File: config.mk
export PLATFORM = sky130hd
export DESIGN_NAME = spell_trace_capture
export DESIGN_NICKNAME = d
export VERILOG_FILES = /design/src/rtl/spell_trace_capture.sv
export SDC_FILE = /design/constraint.sdc
export NUM_CORES = 1
export LEC_CHECK = 0
export BUFFER_PORTS_ARGS = -buffer_cell sky130_fd_sc_hd__buf_4
export CELL_PAD_IN_SITES_DETAIL_PLACEMENT = 1
export CELL_PAD_IN_SITES_GLOBAL_PLACEMENT = 1
export CORE_MARGIN = 1.5
export CORE_UTILIZATION = 30
export DETAILED_ROUTE_END_ITERATION = 6
export PLACE_DENSITY = 0.66
export SETUP_SLACK_MARGIN = 0.3
export SYNTH_ARGS = -nofsm -noshare
export SYNTH_HDL_FRONTEND = slang
export SYNTH_SLANG_ARGS = --single-unit
File: constraint.sdc
create_clock -name clk -period 1.9 [get_ports clk]
set_input_delay 0.19 -clock clk [delete_from_list [all_inputs] [get_ports clk]]
set_output_delay 0.19 -clock clk [all_outputs]
set_load 0.02 [all_outputs]
File: src/rtl/spell_trace_capture.sv
// Wand trace capture: maps cursor samples onto a 4x4 box grid, dwell-filters them
// and records visited boxes during a casting window for the trace display stage.
module spell_trace_capture #(
  parameter int GRID_ROW0 = 40,
  parameter int GRID_COL0 = 120,
  parameter int BOX       = 100,
  parameter int DWELL     = 4,
  parameter int TIMEOUT   = 25000000
) (
  input  logic        clk,
  input  logic        resetn,
  input  logic [8:0]  cursor_row,
  input  logic [9:0]  cursor_col,
  input  logic        cursor_valid,
  input  logic        start,
  input  logic        finish,
  input  logic        clear,
  output logic [15:0] trace,
  output logic        tracing,
  output logic        done,
  output logic        timed_out,
  output logic [4:0]  box_count,
  output logic [3:0]  last_box
);

  localparam int DW = $clog2(DWELL + 1);
  localparam int TW = (TIMEOUT > 1) ? $clog2(TIMEOUT) : 1;
  localparam logic [DW-1:0] DWELL_MAX = DW'(DWELL);
  localparam logic [TW-1:0] T_LAST    = TW'(TIMEOUT - 1);

  typedef enum logic [1:0] {IDLE, TRACE, DONE} state_t;

  state_t          state, state_d;
  logic            zero_all, set_to, mark_en, hit;
  logic [TW-1:0]   tcnt;
  logic [DW-1:0]   dcnt, dcnt_d;
  logic [3:0]      cand, cand_d;
  logic            s1_valid, s1_in_grid;
  logic [3:0]      s1_box;
  logic [2:0]      rb, cb;

  // Threshold compare per axis: {in_range, band_index}; no divider needed.
  function automatic logic [2:0] band(input logic [31:0] v, input logic [31:0] base);
    logic [31:0] b;
    logic [1:0]  idx;
    b   = 32'(BOX);
    idx = '0;
    for (int unsigned k = 1; k < 4; k++)
      if (v >= base + k * b) idx = 2'(k);
    return {(v >= base) && (v < base + 4 * b), idx};
  endfunction

  assign rb = band(32'(cursor_row), 32'(GRID_ROW0));
  assign cb = band(32'(cursor_col), 32'(GRID_COL0));

  always_comb begin
    state_d  = state;
    zero_all = 1'b0;
    set_to   = 1'b0;
    if (clear) begin
      state_d  = IDLE;
      zero_all = 1'b1;
    end else if (start) begin
      state_d  = TRACE;
      zero_all = 1'b1;
    end else if (state == TRACE) begin
      if (finish) begin
        state_d = DONE;
      end else if (tcnt == T_LAST) begin
        state_d = DONE;
        set_to  = 1'b1;
      end
    end
  end

  // A full grid freezes capture; samples reaching stage 2 outside TRACE are dropped.
  assign mark_en = (state == TRACE) && !zero_all && (box_count != 5'd16);

  always_comb begin
    dcnt_d = dcnt;
    cand_d = cand;
    hit    = 1'b0;
    if (mark_en && s1_valid) begin
      if (!s1_in_grid) begin
        dcnt_d = '0;
      end else if (s1_box != cand) begin
        cand_d = s1_box;
        dcnt_d = DW'(1);
        hit    = (DWELL_MAX == DW'(1));
      end else if (dcnt != DWELL_MAX) begin
        dcnt_d = dcnt + 1'b1;
        hit    = (dcnt_d == DWELL_MAX);
      end
    end
  end

  always_ff @(posedge clk or negedge resetn) begin
    if (!resetn) begin
      state      <= IDLE;
      s1_valid   <= 1'b0;
      s1_in_grid <= 1'b0;
      s1_box     <= '0;
      trace      <= '0;
      box_count  <= '0;
      last_box   <= '0;
      timed_out  <= 1'b0;
      tcnt       <= '0;
      dcnt       <= '0;
      cand       <= '0;
    end else begin
      state      <= state_d;
      s1_valid   <= cursor_valid && !zero_all;
      s1_in_grid <= rb[2] && cb[2];
      s1_box     <= {rb[1:0], cb[1:0]};
      if (zero_all) begin
        trace     <= '0;
        box_count <= '0;
        last_box  <= '0;
        timed_out <= 1'b0;
        tcnt      <= '0;
        dcnt      <= '0;
        cand      <= '0;
      end else begin
        if (state == TRACE && state_d == TRACE) tcnt <= tcnt + 1'b1;
        if (set_to) timed_out <= 1'b1;
        dcnt <= dcnt_d;
        cand <= cand_d;
        if (hit) begin
          trace[s1_box] <= 1'b1;
          last_box      <= s1_box;
          if (!trace[s1_box]) box_count <= box_count + 1'b1;
        end
      end
    end
  end

  assign tracing = (state == TRACE);
  assign done    = (state == DONE);

endmodule

Word-level counts from Yosys, hierarchy flattened. Cells that the tools add are included.

Word-level logic and storage cells: 102. Bits of input ports: 25. Flip-flop bits (word level): 66.

Bitwise logic cells: 1. Reduce and logical (&&, ||, !) cells: 19. $add $sub $neg: 3. Equal/unequal tests: 10. Magnitude comparators: 12. Multiplexer cells: 46.

Operators by type and width (number): 25-bit two-way mux (2); 16-bit two-way mux (2); 25-bit by 1-bit adder with 25-bit output (second input constant) (1); 25-bit == test (second input constant) (1); 4-bit two-way mux (6); 10-bit by 9-bit >= comparator with 1-bit output (second input constant) (2); 9-bit by 8-bit >= comparator with 1-bit output (second input constant) (2); 2-bit two-way mux (9); 1-bit two-way mux (17); 16-bit OR (1); 3-bit two-way mux (5); 5-bit two-way mux (3); 2-bit nonzero test (6); 10-bit by 7-bit >= comparator with 1-bit output (second input constant) (1); 10-bit by 8-bit >= comparator with 1-bit output (second input constant) (1); 10-bit less-than comparator (second input constant) (1); 9-bit by 6-bit >= comparator with 1-bit output (second input constant) (1); 9-bit >= comparator (second input constant) (1); 1-bit logical AND (9); 9-bit less-than comparator (second input constant) (1); 5-bit by 1-bit adder with 5-bit output (second input constant) (1); 4-bit by 5-bit less-than comparator with 1-bit output (second input constant) (1); 5-bit inequality test (second input constant) (1); 1-bit binary-select mux with 4-bit select (1); other kinds (13) (15).

Longest topological paths before layout.
Word-level depth: 10. Gate-level depth with buffers: 10. Depth with buffers taken out: 8.

Least setup slack after synthesis. Ideal clock, no wire load.

Path kind: register -> register. From: reg state[1]. To: reg box_count[4]. Clock period less this slack: 2.139 ns. Setup time: 0.123 ns. Path slack: -0.239 ns. Stages on the path, launching flop included: 8. Arrival: 2.016 ns. Data required time: 1.777 ns. Path through: dfrtp_1 > nor2b_1 > and4_1 > buf_4 > nand4_2 > a2111oi_4 > nand4_1 > mux2i_1.

Word-level cells in the longest chain between the ends: 7.

Ends and longest elaborated chain: start, declared (RTL line 33) `state_t state, state_d;`; start signal, assigned (RTL line 111) `state <= state_d;`; 2-bit by 1-bit == test with 1-bit output; via tracing (RTL line 19) `output logic tracing,`; 1-bit logical AND (2 in series) (RTL line 77) `assign mark_en = (state == TRACE) && !zero_all && (box_count != 5'd16);`; 1-bit logical AND (RTL line 83) `if (mark_en && s1_valid) begin`; 1-bit two-way mux (RTL line 83); 2-bit nonzero test (no source line); 2-bit AND reduction (no source line); end signal, assigned (RTL line 131) `if (!trace[s1_box]) box_count <= box_count + 1'b1;`; end, declared (RTL line 22) `output logic [4:0] box_count,`.

The timed path passes the listed nets, and every way through them passes these cells. A chain may end at the register's enable or synchronous reset.

Worst setup path after layout.
From: reg s1_box[0]. To: reg box_count[4].

Word-level cells in the longest chain between the ends: 6. Elaborated cells on any way between the ends: 9.

Ends and longest elaborated chain: start, declared (RTL line 39) `logic [3:0] s1_box;`; start signal, assigned (RTL line 114) `s1_box <= {rb[1:0], cb[1:0]};`; 4-bit inequality test (RTL line 86) `end else if (s1_box != cand) begin`; 1-bit two-way mux (RTL line 86); 1-bit two-way mux (RTL line 84) `if (!s1_in_grid) begin`; 1-bit two-way mux (RTL line 83); 2-bit nonzero test (no source line); 2-bit AND reduction (no source line) *.

Every way passes the cells marked *; elsewhere a longest branch is shown, timed or not. The select of a mux whose other input is x is not followed.

==> flow_summary.toml <==
[floorplanning]
start_util_pct = 30.8
core_um2 = 11400
fp-row-count = 39
ioPinCount = 53
die_h_um = 111
die_w_um = 111
die-area_um2 = 12400

[layout]
post-route-util_pct = 51.0
syn_to_final_growth_pct = 65.5
fin_nets = 536
instances_no_fill = 653
drive_gt1_share_pct = 54.3
fill_cells = 1239
num_antenna_cells = 0

[global_route]
grt_use_total_pct = 18.8
grt_pass1_wl_um = 18500
overflow = 0
grt_max_degree = 31
antenna_found_initial = 0
grt_pass1_vias = 3680

[pwr]
leakage_nw = 2.45
total_power_mw = 3.63
peakVddDrop_v = 0.000410
p_per_area_nw_per_um2 = 624

[cts]
clk_latency_ns = 0.35
cts_tree = "built"
h-tree-depth = 3
clockBufferDepth = 2
clk_pin_slew_worst_paths_ns = 0.06
cts_buffers = 9
cts-root-buf = "clkbuf_16"
cts.sinks = 66

[synthesis]
syn_area_um2 = 3520
synth_ff_type = "dfrtp_1"
ys_top_cells_by_area = "dfrtp_1 (47%), nor2_1 (4.8%), o21a_1 (4.5%)"
synth-async-reset-ratio_pct = 100
synth_seq_area_share_pct = 46.9
synthesis.nets = 389
synth_cell_type_count = 55
ys_warn_count = 0
netlist_instances = 358
yosysTopAreaCellShare_pct = 46.9
synth-edff-count = 0
ys_seq_elements = 66
synth_area_leader_cell = "dfrtp_1"
syn_avg_cell_area_um2 = 9.83

[placement]
place.gp.congestion = 0.782
port_buffers = 48
place_inst = 602
hpwl_um = 7370

[route]
top_layer = "met4"
route.met2.wl_um = 6700
drc_errors = 0
post_drt_wl_per_cell_um = 18.8
drt-total-wl_um = 12300
via_per_inst = 5.18
wl_met1_um = 5030
firstDrtPassIters = 4
drt.antenna.violating_nets = 0
drt-initial-drc-count = 112
via_count = 3382
wl_met3_um = 379

[timing]
hold_viol_final = 0
tns_ns = -3.88
fin_worst_skew_ns = 0.00915
finalSetupViolCount = 41
setup_ws_ns = -0.189
post-route-min-period_ns = 2.09
relSlewSlack_pct = 69.2
rsz0062_at_grt = "true"
fmax_mhz = 479
finalCritPeriodShare_pct = 110
worstMarginPinSlew_ns = 0.461
drv_slew = 0
hold-worst-slack_ns = 0.0660

[run_status]
failed_checks = "setup timing"
outcome = "finished, violations left"

[critical_path]
required_ns = 2.13
critPathMaxFanout = 5
worstSetupPathType = "flop to flop"
crit_path_end_kind = "flop"
cp.arrival_ns = 2.32
critPathLaunchType = "flop"

[worst_hold_path]
hold_path_class = "input pin to flop"

[flow_run]
drv_cap = 0
==> power breakdown <==
part | internal [mW] | total, mW | switching [mW]
sequential | 1.42 | 1.44 | 0.0171
clock | 1.16 | 1.86 | 0.698
combinational | 0.131 | 0.339 | 0.208
total | 2.71 | 3.63 | 0.923
==> per-layer routing <==
layer  track usage (%)  vias up
met5                 0        -
met2              34.1       57
met4              7.85        0
li1                  -     1590
met3              4.14       16
met1              21.2     1719
==> cell usage in the layout, fill, tap and decap left out, types with 4 or more instances in the layout <==
| master | count |
|---|---|
| nand2_2 | 4 |
| buf_4 | 130 |
| nand2_8 | 4 |
| nand2_1 | 23 |
| a21oi_2 | 11 |
| nand4_1 | 7 |
| nand3_2 | 4 |
| inv_1 | 6 |
| nor2_2 | 5 |
| xor2_1 | 12 |
| dfrtp_1 | 62 |
| nor3_2 | 6 |
| nor2_1 | 29 |
| a21oi_1 | 6 |
| nand3_1 | 4 |
| o21a_1 | 21 |
| ha_1 | 5 |
| buf_6 | 19 |
| o21ai_1 | 8 |
| or3_1 | 5 |
| clkbuf_16 | 9 |
| dfrtp_2 | 4 |
| a31oi_1 | 4 |
| o21ai_4 | 4 |
| o21ai_2 | 4 |
| o211ai_1 | 9 |
| nor2_4 | 11 |
| mux2i_1 | 7 |
| or3_4 | 6 |
| mux4_2 | 4 |
==> registers in the layout (all words and copies together) (netlist names) <==
name	count
box_count	5
dcnt	3
tcnt	25
s1_in_grid	1
s1_valid	1
state	2
s1_box	4
last_box	4
timed_out	1
trace	16
cand	4
==> cell families (layout without fill, tap and decap cells) <==
family	count (synthesis)	count (layout)	synth area share, %
and+or+nand+nor	146	146	21.7
DFF	66	66	46.9
adders and majority gates	6	6	2.13
buffers and inverters	26	177	3.23
xor gates and xnor gates	16	16	3.98
muxes	11	11	4.87
AOI/OAI and AO/OA	87	88	17.1
==> stage by stage <==
stage	cell area [um^2]	setup slack, ns
6_report	5830	-0.189
5_1_grt	5830	-0.292
4_1_cts	5390	-0.170
3_5_place_dp	4650	-0.222
3_3_place_gp	4650	-0.201
2_1_floorplan	3690	-0.168
==> cell usage after synthesis (2+ instances only) <==
| library cell | count |
|---|---|
| nor2_1 | 45 |
| and4_1 | 4 |
| and2_1 | 3 |
| dfrtp_1 | 66 |
| mux4_1 | 3 |
| mux2i_1 | 7 |
| inv_1 | 8 |
| a31oi_1 | 6 |
| nor2b_1 | 5 |
| a21oi_1 | 17 |
| ha_1 | 6 |
| nor3b_2 | 2 |
| nand3_1 | 10 |
| o31ai_1 | 3 |
| o211ai_1 | 9 |
| nor3_1 | 8 |
| nand2b_1 | 3 |
| clkbuf_1 | 12 |
| o21ai_2 | 2 |
| nand2_1 | 34 |
| buf_2 | 4 |
| or4_1 | 2 |
| o21a_1 | 21 |
| o21ai_0 | 15 |
| xor2_1 | 15 |
| o2111ai_1 | 3 |
| or3_1 | 11 |
| nand4_1 | 7 |
==> timing repair <==
item,CTS,global route
buffers inserted,21,12
pin swaps,28,43
endpoints found under the setup margin,56,60
cloned,1,0
resized for setup,62,75
hold buffers,1,0
hold endpoints to repair,20,0
==> cell type report <==
cell class                      instances  area (um^2)  share of cell area [%]
Multi-Input combinational cell        267         2380                    40.8
Sequential cell                        66         1660                    28.4
Timing Repair Buffer                  153         1250                    21.5
Clock buffer                            9          225                    3.87
Tap cell                              143          179                    3.07
Clock inverter                          7          103                    1.76
Inverter                                8         30.0                   0.515
==> final timing paths <==
| check | slack [ns] | depth (start not counted) | to | from |
|---|---|---|---|---|
| max | -0.19 | 7 | box_count[4]$_DFFE_PN0P_ | s1_box[0]$_DFF_PN0_ |
| min | 0.07 | 2 | s1_box[0]$_DFF_PN0_ | cursor_col[9] |
| max reg2reg | -0.19 | 7 | box_count[4]$_DFFE_PN0P_ | s1_box[0]$_DFF_PN0_ |
| min reg2reg | 0.52 | 1 | trace[5]$_DFFE_PN0P_ | trace[5]$_DFFE_PN0P_ |
| max in group asynchronous | 1.06 | 3 | tcnt[21]$_DFFE_PN0P_ | resetn |
| min in group asynchronous | 0.30 | 2 | box_count[4]$_DFFE_PN0P_ | resetn |
==> critical path, stage by stage, from the launching register on <==
cell and delay, ns:
dfrtp_2 0.43, buf_4 0.14, mux4_2 0.50, a22o_1 0.24, a2111oi_4 0.19, buf_4 0.21, nand4_1 0.12, mux2i_1 0.15
Note: power is estimated with default switching activity, not from simulation.
